`config.mk`:
```
export PLATFORM = sky130hd
export DESIGN_NAME = pose_round_controller
export DESIGN_NICKNAME = d
export VERILOG_FILES = /design/src/rtl/pose_round_controller.sv
export SDC_FILE = /design/constraint.sdc
export NUM_CORES = 1
export LEC_CHECK = 0
export BUFFER_PORTS_ARGS = -buffer_cell sky130_fd_sc_hd__buf_4
export CORE_ASPECT_RATIO = 1.25
export CORE_MARGIN = 4
export CORE_UTILIZATION = 30
export CTS_BUF_LIST = sky130_fd_sc_hd__clkbuf_4 sky130_fd_sc_hd__clkbuf_8
export DETAILED_ROUTE_END_ITERATION = 8
export GPL_TIMING_DRIVEN = 0
export HOLD_SLACK_MARGIN = 0.12
export SLEW_MARGIN = 20
export SYNTH_ARGS = -nofsm -noshare
export SYNTH_HDL_FRONTEND = slang
export SYNTH_SLANG_ARGS = --single-unit
```
`constraint.sdc`:
```
create_clock -name clk_in -period 3.2 [get_ports clk_in]
set_input_delay 0.64 -clock clk_in [delete_from_list [all_inputs] [get_ports clk_in]]
set_output_delay 0.64 -clock clk_in [all_outputs]
set_load 0.005 [all_outputs]
```
`src/rtl/pose_round_controller.sv`:
```
// Round sequencer for pose matching: per-pose frame countdown, one-frame scorer arm, score capture and round total.
// Optional macro SCORE_TIMEOUT_EN forces a zero score after TIMEOUT_FRAMES unanswered frame starts in SCORING.
module pose_round_controller #(
    parameter int unsigned NUM_POSES        = 8,
    parameter int unsigned COUNTDOWN_FRAMES = 90,
    parameter int unsigned TIMEOUT_FRAMES   = 4
) (
    input  logic                                   clk_in,
    input  logic                                   rst_in,
    input  logic                                   start_in,
    input  logic                                   abort_in,
    input  logic                                   frame_start_in,
    input  logic                                   score_valid_in,
    input  logic [2:0]                             score_in,
    output logic                                   score_enable_out,
    output logic [((NUM_POSES > 1) ? $clog2(NUM_POSES) : 1)-1:0] pose_index_out,
    output logic [$clog2(COUNTDOWN_FRAMES+1)-1:0]  countdown_out,
    output logic [2:0]                             last_score_out,
    output logic                                   pose_score_valid_out,
    output logic [$clog2(7*NUM_POSES+1)-1:0]       total_score_out,
    output logic                                   busy_out,
    output logic                                   round_done_out,
    output logic                                   timeout_out
);

    localparam int unsigned PW = (NUM_POSES > 1) ? $clog2(NUM_POSES) : 1;
    localparam int unsigned CW = $clog2(COUNTDOWN_FRAMES + 1);
    localparam int unsigned TW = $clog2(7 * NUM_POSES + 1);

    typedef enum logic [2:0] {
        S_IDLE,
        S_COUNTDOWN,
        S_ARM,
        S_SCORING,
        S_DONE
    } state_t;

    state_t        state_q, state_d;
    logic [PW-1:0] pose_d;
    logic [CW-1:0] countdown_d;
    logic [2:0]    last_d;
    logic [TW-1:0] total_d;
    logic          enable_d;
    logic          psv_d;
    logic          busy_d;
    logic          done_d;
    logic          accept;
    logic [2:0]    accept_score;

`ifdef SCORE_TIMEOUT_EN
    localparam int unsigned OW = $clog2(TIMEOUT_FRAMES + 1);
    logic [OW-1:0] wait_q, wait_d;
    logic          timeout_d;
`else
    logic unused_timeout_cfg;
    assign unused_timeout_cfg = (TIMEOUT_FRAMES == 0);
    assign timeout_out        = 1'b0;
`endif

    // Next-state and next-output logic; abort beats everything except reset
    always_comb begin
        state_d      = state_q;
        pose_d       = pose_index_out;
        countdown_d  = countdown_out;
        last_d       = last_score_out;
        total_d      = total_score_out;
        enable_d     = 1'b0;
        psv_d        = 1'b0;
        accept       = 1'b0;
        accept_score = score_in;
`ifdef SCORE_TIMEOUT_EN
        wait_d       = wait_q;
        timeout_d    = 1'b0;
`endif
        if (abort_in && (state_q == S_COUNTDOWN || state_q == S_ARM || state_q == S_SCORING)) begin
            state_d     = S_IDLE;
            countdown_d = '0;
        end else begin
            case (state_q)
                S_IDLE, S_DONE: begin
                    if (start_in) begin
                        state_d     = S_COUNTDOWN;
                        pose_d      = '0;
                        total_d     = '0;
                        last_d      = '0;
                        countdown_d = CW'(COUNTDOWN_FRAMES);
                    end
                end
                S_COUNTDOWN: begin
                    if (frame_start_in) begin
                        if (countdown_out > CW'(1)) begin
                            countdown_d = countdown_out - CW'(1);
                        end else begin
                            countdown_d = '0;
                            state_d     = S_ARM;
                        end
                    end
                end
                S_ARM: begin
                    if (frame_start_in) begin
                        enable_d = 1'b1;
                        state_d  = S_SCORING;
`ifdef SCORE_TIMEOUT_EN
                        wait_d   = '0;
`endif
                    end
                end
                S_SCORING: begin
                    if (score_valid_in) begin
                        accept = 1'b1;
`ifdef SCORE_TIMEOUT_EN
                    end else if (frame_start_in) begin
                        if (wait_q == OW'(TIMEOUT_FRAMES - 1)) begin
                            accept       = 1'b1;
                            accept_score = 3'd0;
                            timeout_d    = 1'b1;
                        end else begin
                            wait_d = wait_q + OW'(1);
                        end
`endif
                    end
                    if (accept) begin
                        last_d  = accept_score;
                        total_d = total_score_out + TW'(accept_score);
                        psv_d   = 1'b1;
                        if (pose_index_out == PW'(NUM_POSES - 1)) begin
                            state_d = S_DONE;
                        end else begin
                            pose_d      = pose_index_out + PW'(1);
                            countdown_d = CW'(COUNTDOWN_FRAMES);
                            state_d     = S_COUNTDOWN;
                        end
                    end
                end
                default: state_d = S_IDLE;
            endcase
        end
        busy_d = (state_d == S_COUNTDOWN) || (state_d == S_ARM) || (state_d == S_SCORING);
        done_d = (state_d == S_DONE);
    end

    // State and registered outputs
    always_ff @(posedge clk_in) begin
        if (rst_in) begin
            state_q              <= S_IDLE;
            pose_index_out       <= '0;
            countdown_out        <= '0;
            last_score_out       <= '0;
            total_score_out      <= '0;
            score_enable_out     <= 1'b0;
            pose_score_valid_out <= 1'b0;
            busy_out             <= 1'b0;
            round_done_out       <= 1'b0;
        end else begin
            state_q              <= state_d;
            pose_index_out       <= pose_d;
            countdown_out        <= countdown_d;
            last_score_out       <= last_d;
            total_score_out      <= total_d;
            score_enable_out     <= enable_d;
            pose_score_valid_out <= psv_d;
            busy_out             <= busy_d;
            round_done_out       <= done_d;
        end
    end

`ifdef SCORE_TIMEOUT_EN
    // Unanswered-frame counter and timeout strobe
    always_ff @(posedge clk_in) begin
        if (rst_in) begin
            wait_q      <= '0;
            timeout_out <= 1'b0;
        end else begin
            wait_q      <= wait_d;
            timeout_out <= timeout_d;
        end
    end
`endif

endmodule

```
Yosys cells after proc, flatten, opt, wreduce, memory -nomap -nowiden. Cells that the tools add are included.

Register bits: 26. Bits of input ports: 9. Output and inout bits: 24. Word-level logic and storage cells: 72.

Add/subtract/negate cells: 3. Order comparisons: 1. Eq/ne operators: 13. Muxes and demuxes: 28. Bitwise logic cells: 3. Reductions and logical operators: 15.

Operators by type and width (number): $mux W7 (5); $mux W3 (11); $pmux W7 S3 (1); $eq A3 B2 Y1 const B (4); $mux W6 (2); $pmux W3 S2 (2); $pmux W3 S4 (1); $pmux W6 S2 (1); $reduce_and A5 Y1 (2); $eq A3 B3 Y1 const B (3); $gt A7 B1 Y1 const B (1); $sub A7 B1 Y7 const B (1); $add A6 B3 Y6 (1); $eq A3 B1 Y1 const B (2); $ne A2 B2 Y1 const B (3); $reduce_or A3 Y1 (2); $mux W1 (5); $logic_or A1 B1 Y1 (4); $reduce_and A4 Y1 (1); $reduce_or A2 Y1 (2); $add A3 B1 Y3 const B (1); $logic_not A3 Y1 (1); $not A1 Y1 (3); $reduce_bool A3 Y1 (1); 3 further kinds (3).

Depth between registers and ports, before layout. Gate-level depths: netlist of the first run.

Depth in word-level cells: 11. Mapped depth: 6. Mapped depth without buffers: 6.

Worst setup path after synthesis of the first run. OpenSTA, ideal clock, no wires.

Kind: input -> register. Start: input port start_in. End: register total_score_out[5]. Setup time: 0.070 ns. Arrival time: 1.808 ns. Data required time: 3.130 ns. Setup slack: 1.322 ns. Cell stages on the path: 4. Path buffers: 0. Cells stage by stage: or3b_4 a21boi_4 or4_1 a21oi_1.

Longest elaborated chain between the ends: 2.

Ends and longest elaborated chain: start, declared (line 10) `input logic start_in,`; $ne A2 B2 Y1 (no source line); $reduce_and A4 Y1 (no source line); end signal, assigned (line 159) `total_score_out <= total_d;`; end, declared (line 20) `output logic [$clog2(7*NUM_POSES+1)-1:0] total_score_out,`.

No other way between the ends. A chain may end at the register's enable or synchronous reset.

Worst setup path after layout of the first run.
Start: register state_q[2]. End: register pose_index_out[0] (netlist name).

Longest elaborated chain between the ends: 6. Elaborated cells between the ends (all ways): 16. Those cells by class: 7 x eq/ne; 1 x mux; 1 x bitwise; 7 x reduce/logical.

Ends and longest elaborated chain: start, declared (line 38) `state_t state_q, state_d;`; start signal, assigned (line 155) `state_q <= state_d;`; branches (longest 6 deep; another with $reduce_and A5 Y1); end signal, assigned (line 156) `pose_index_out <= pose_d;`; end, declared (line 16) `output logic [((NUM_POSES > 1) ? $clog2(NUM_POSES) : 1)-1:0] pose_index_out,`.

Several ways; the timed one is not identified.

==> results.md, run 1 <==
- Critical-path cell list: clkbuf_1, and4b_1, a21boi_4, clkbuf_1, o21ai_0, a21oi_1
- YS warnings: 0
- Port bufs: 30
- Slew HR: 55.2%
- Die outline height: 83.7 um
- # DRC: 0
- Register share of total power: 43.8%
- 1st-pass router iterations: 4
- RSZ-0062 raised after global routing: no
- Routed WL per cell: 12.8 um
- Starting Density: 31.0%
- Crit Path Class: reg2reg
- Share of cells above drive strength 1: 21.7%
- Syn_nets: 172
- First-pass GRT wire length: 5110 um
- Core area: 4430 um2
- Post-route ant nets: 0
- Remaining Overflow, GRT: 0
- Worst Tran Pin Value: 0.666 ns
- Outcome: finished clean
- CP Max Fanout: 10
- CTS max path bufs: 2
- Synth top area cells: dfxtp_1, ha_1, nor2_1
- Skew-Pair Late Insertion Delay: 0.27 ns
- Vias per cell: 5.13
- Power Density: 494 nW/um2
- 1st-iter DRT viols: 73
- Top FF cell, synth: dfxtp_1
- Worst path arrival time: 2.04 ns
- Cell count after synthesis: 155
- Overall routing resource usage: 11.3%
- Die ar.: 5730 um2
- Max VDD drop: 160 uV
- Post-synth ARST share: 0%
- P_leak: 0.000741 uW
- Top cell type's share of synthesized area: 37.9%
- Synth area leader: dfxtp_1
- Sw Ratio: 32.3%
- Maximum clock rate: 545 MHz
- Setup crit start kind: flip-flop
- TritonCTS Buffers: 3
- Post-synth cell types: 47
- Synthesis-to-finish area growth: 25.7%
- Final Max Slew Viols: 0
- Nets: 207
- Vias: 1,268
- Worst R2R Path Depth: 6
- Final setup margin: 1.36 ns
- Final setup fails: 0
- H-Tree Depth: 1
- # rows: 27
- Post-CTS Hold Buffers: 0
- Mapped Avg Cell Area: 8.86 um2
- Post-CTS Setup Bufs: 0
- Gpl congestion: 0.792
- Place WS: 1.13 ns
- Ports: 33
- Sequential share of the synthesized area: 37.9%
- TritonCTS clock tree: yes
- Area of the mapped netlist: 1370 um2
- Max stage delay on crit path: 0.35 ns
- Most frequent cell after synthesis: dfxtp_1
- Worst min-delay path class: reg2reg
- Maxcap violations: 0
- Final WL: 3170 um
- Psw: 276 uW
- Clock power frac: 25.3%
- Comb pwr share: 30.9%
- Setup_tns: 0 ns
- Post-synth top cells: dfxtp_1, nor2_1, nand2_1
- Clock Pin Slew Worst Setup and Hold Paths: 0.09 ns
- Worst Clk Skew: 0.00351 ns
- Post-synthesis register bit count: 26
- WHS Path Cells: 2
- Ant diodes: 0
- Clk sink count: 26
- Tcrit/Tclk final: 57.4%
- Antenna violations before repair: 0
- Data required, critical path: 3.40 ns
- Post-synth EDFFs: 0
- CP most frequent cell: clkbuf_1
- Minimum clock period: 1.84 ns
- Final Hold Violating Endpoints: 0
- Vias in the first global route: 1,161
- CTS resizes: 0
- P_int: 577 uW
- Root Buffer: clkbuf_8
- Pin count of the biggest net entering global routing: 15
- Crit path capture type: flip-flop
- Dpl hpwl: 2480 um
- Critical Path Slowest Stage Cell: clkbuf_1
- Die width: 68.5 um
## cell families after synthesis
group	Yosys count	synth area share (%)
multiplexers	2	1.46
adder cells (fa/ha/maj)	8	7.83
other	1	0.273
AO/OA/AOI/OAI	50	27.0
buffers and inverters	15	5.01
XOR/XNOR	1	0.638
flip-flops	26	37.9
AND/OR/NAND/NOR	52	19.9
## sequential cells by signal (all words and copies together), names as in the netlist
| name | count |
|---|---|
| round_done_out | 1 |
| last_score_out | 3 |
| total_score_out | 6 |
| countdown_out | 7 |
| pose_score_valid_out | 1 |
| busy_out | 1 |
| state_q | 3 |
| pose_index_out | 3 |
| score_enable_out | 1 |
## area by class of cell
cell class	count	area, um2
repair buffers	30	225
fillers	475	2700
flip-flops and latches	26	520
clock buffers	4	55.1
well taps	58	72.6
plain buffers	6	35.0
inverters	9	33.8
multi-input cells	114	785
## stage by stage
step	area, um2	util (%)	std cells	power, uW	hold slack [ns]
after floorplan	1370	-	155	559	0.468
after global placement	1670	37.8	243	648	0.473
after detailed placement	1670	37.8	243	648	0.485
after CTS	1730	39.0	247	872	0.512
after global routing	1730	39.0	247	910	0.551
final	1730	39.0	247	853	0.504
## cell usage in the layout, fill, tap and decap left out, types with 3 or more instances in the layout
master and instances:
o211ai_1 3, inv_1 9, ha_1 7, clkbuf_1 3
a22oi_1 6, nand2_1 12, o211a_1 3, nand2b_1 4
dfxtp_1 26, clkbuf_8 4, buf_4 31, nor2_1 16
or3_1 4, o21ai_0 9, a21oi_1 9
## final timing paths
kind | from | to | slack, ns
worst max-delay path | state_q[2] | pose_index_out[0] | 1.36
worst min-delay path | last_score_out[2] | last_score_out[2] | 0.50
worst max register to register | state_q[2] | pose_index_out[0] | 1.36
worst min register to register | last_score_out[2] | last_score_out[2] | 0.50
## power by group through the flow
stage	Clock, uW	Sequential, uW	Combinational (uW)
final	215	373	264
after global routing	237	378	295
after CTS	230	374	268
after detailed placement	0	382	267
after global placement	0	381	266
after floorplan	0	378	180
## critical path: cells and delay by family, from the launching register on
family	cells	cell delay (ns)
AND/OR/NAND/NOR	1	0.30
flip-flops	1	0.31
AO/OA/AOI/OAI	3	0.51
buffers and inverters	2	0.64
## metal layers
layer / routed length, um / track usage, % / vias up
li1: - / - / 640
met5: 0 / 0 / -
met2: 1580 / 18.8 / 34
met4: 40 / 3.25 / 0
met1: 1320 / 14.0 / 589
met3: 230 / 2.83 / 5
No activity file was read; power rests on OpenSTA's default activity.
==> run 2, diff against run 1 <==
- ABC_AREA: default -> 1
- clock period: 3.2 -> 1.6 ns (I/O delays scaled with it)
==> run 2 against run 1 <==
Compared with the run above: flip-flop and latch count unchanged; non-clock buffer count unchanged; utilization is 0.58 points higher; critical endpoint is now countdown_out[2]; clock-buffer cell count unchanged; setup slack got worse by 1.2 ns; worst hold slack worse by 0.17 ns; sequential power increased by 140%; critical path type unchanged; synthesized area up 7.6%.
==> results.md, run 2 <==
- Max VDD drop: 519 uV
- Place WS: -0.0465 ns
- Post-synth cell types: 28
- Dpl hpwl: 2780 um
- Clk sink count: 26
- Register share of total power: 31.5%
- First-pass GRT wire length: 6090 um
- Die width: 70.8 um
- Post-synth top cells: nand2_1, nor2_1, dfxtp_1
- Pin count of the biggest net entering global routing: 15
- Worst min-delay path class: in2reg
- Root Buffer: clkbuf_8
- CTS max path bufs: 2
- Vias per cell: 4.66
- Synthesis-to-finish area growth: 27.7%
- Ant diodes: 0
- Minimum clock period: 1.48 ns
- Clock Pin Slew Worst Setup and Hold Paths: 0.09 ns
- Outcome: finished clean
- Hold_ws: 0.337 ns
- Nets: 274
- Post-synth EDFFs: 0
- Most flops, register: countdown_out
- P_int: 1580 uW
- Regs by FF count: countdown_out (7), total_score_out (6)
- Starting Density: 31.0%
- Share of cells above drive strength 1: 20.7%
- Max FFs per register: 7
- Sw Ratio: 43.4%
- # rows: 28
- H-Tree Depth: 1
- TritonCTS Buffers: 3
- Post-CTS Hold Buffers: 0
- Final setup fails: 0
- 1st-iter DRT viols: 36
- Remaining Overflow, GRT: 0
- # DRC: 0
- Final WL: 3590 um
- Most frequent cells in the layout: nand2_1, buf_4, nor2_1, inv_1
- Most frequent cell after synthesis: nand2_1
- Post-route ant nets: 0
- TritonCTS clock tree: yes
- Clock power frac: 15.4%
- Area of the mapped netlist: 1480 um2
- Post-synth ARST share: 0%
- YS warnings: 0
- Vias in the first global route: 1,384
- Top cell type's share of synthesized area: 35.2%
- Fin util: 39.6%
- Overall routing resource usage: 12.0%
- Tcrit/Tclk final: 92.8%
- Final Max Slew Viols: 0
- Routed WL per cell: 11.3 um
- Setup crit start kind: flip-flop
- Gpl congestion: 0.851
- Maximum clock rate: 673 MHz
- Sequential share of the synthesized area: 35.2%
- Commonest non-fill, non-tap cell in the layout: nand2_1
- Worst Clk Skew: 0.00370 ns
- Core area: 4760 um2
- Crit Path Class: reg2reg
- Psw: 1210 uW
- Worst path arrival time: 1.66 ns
- CP Max Fanout: 5
- Maxcap violations: 0
- Synth top area cells: dfxtp_1, nand2_1, nand3_1
- Crit path capture type: flip-flop
- Syn_nets: 237
- Mapped Avg Cell Area: 6.72 um2
- Post-synthesis register bit count: 26
- Final Hold Violating Endpoints: 0
- Ports: 33
- Top FF cell, synth: dfxtp_1
- Synth area leader: dfxtp_1
- Vias: 1,471
- Worst R2R Path Depth: 8
- Antenna violations before repair: 0
- 1st-pass router iterations: 4
- WHS Path Cells: 3
- Die outline height: 86.5 um
- P_leak: 0.000880 uW
- Port bufs: 30
- Data required, critical path: 1.78 ns
- Final Power: 2800 uW
- Power Density: 1480 nW/um2
- Final setup margin: 0.115 ns
- Die ar.: 6120 um2
- Cell count after synthesis: 220
- Comb pwr share: 53.1%
- Skew-Pair Late Insertion Delay: 0.27 ns
run 2: worst max-delay path, cell delays in order, from the launching register on:
cell and delay (ns):
dfxtp_2 0.35, ha_1 0.21, ha_1 0.20, inv_2 0.11, a21oi_4 0.08, nor2_2 0.22
nand3_1 0.10, nand3_1 0.08, nor2_1 0.04
run 2: repair_timing:
action	4_1_cts	5_1_grt
setup buffers	0	1
hold endpoints to repair	0	0
pin swaps	1	3
cloned	0	1
setup endpoints to repair	7	10
gates resized for setup	1	9
run 2: through the flow:
step	instance area [um2]	setup TNS [ns]	instances
2_1_floorplan	1480	0	220
3_3_place_gp	1780	-0.0662	310
3_5_place_dp	1780	-0.215	310
4_1_cts	1840	0	314
5_1_grt	1890	-0.0145	316
6_report	1890	0	316
run 2: logic make-up (layout without fill, tap and decap cells):
| kind of cell | Yosys count | in the layout | share of synthesized area (%) |
|---|---|---|---|
| other | 1 | 1 | 0.254 |
| flip-flops | 26 | 26 | 35.2 |
| buffers and inverters | 32 | 67 | 9.14 |
| AO/OA/AOI/OAI | 26 | 26 | 9.06 |
| adder cells (fa/ha/maj) | 8 | 8 | 7.28 |
| AND/OR/NAND/NOR | 125 | 126 | 37.8 |
| XOR/XNOR | 2 | 2 | 1.19 |
run 2: power by group through the flow:
| stage | sequential (uW) | combinational, uW | clock [uW] |
|---|---|---|---|
| 2_1_floorplan | 880 | 986 | 0 |
| 3_3_place_gp | 897 | 1370 | 0 |
| 3_5_place_dp | 895 | 1380 | 0 |
| 4_1_cts | 880 | 1380 | 450 |
| 5_1_grt | 909 | 1670 | 476 |
| 6_report | 881 | 1490 | 429 |
run 2: per-layer routing:
metal	part of all wire, %	global-route usage, %	wire length (um)
met1	45	14.4	1610
met2	49	21.1	1740
met3	4.8	2.44	173
met4	1.5	4.10	55
met5	0	0	0
run 2: path summary, 6_finish.rpt:
path | endpoint | slack (ns) | startpoint
setup / recovery | countdown_out[2] | 0.12 | pose_index_out[0]
hold / removal | last_score_out[2] | 0.34 | score_in[2]
setup reg to reg | countdown_out[2] | 0.12 | pose_index_out[0]
hold reg to reg | last_score_out[0] | 0.47 | last_score_out[0]
run 2: final cells by class:
| cell class | instances | area (um2) |
|---|---|---|
| plain buffers | 5 | 33.8 |
| clock buffers | 4 | 55.1 |
| fillers | 532 | 2880 |
| inverters | 27 | 101 |
| multi-input cells | 163 | 852 |
| flip-flops and latches | 26 | 524 |
| well taps | 60 | 75.1 |
| repair buffers | 31 | 245 |
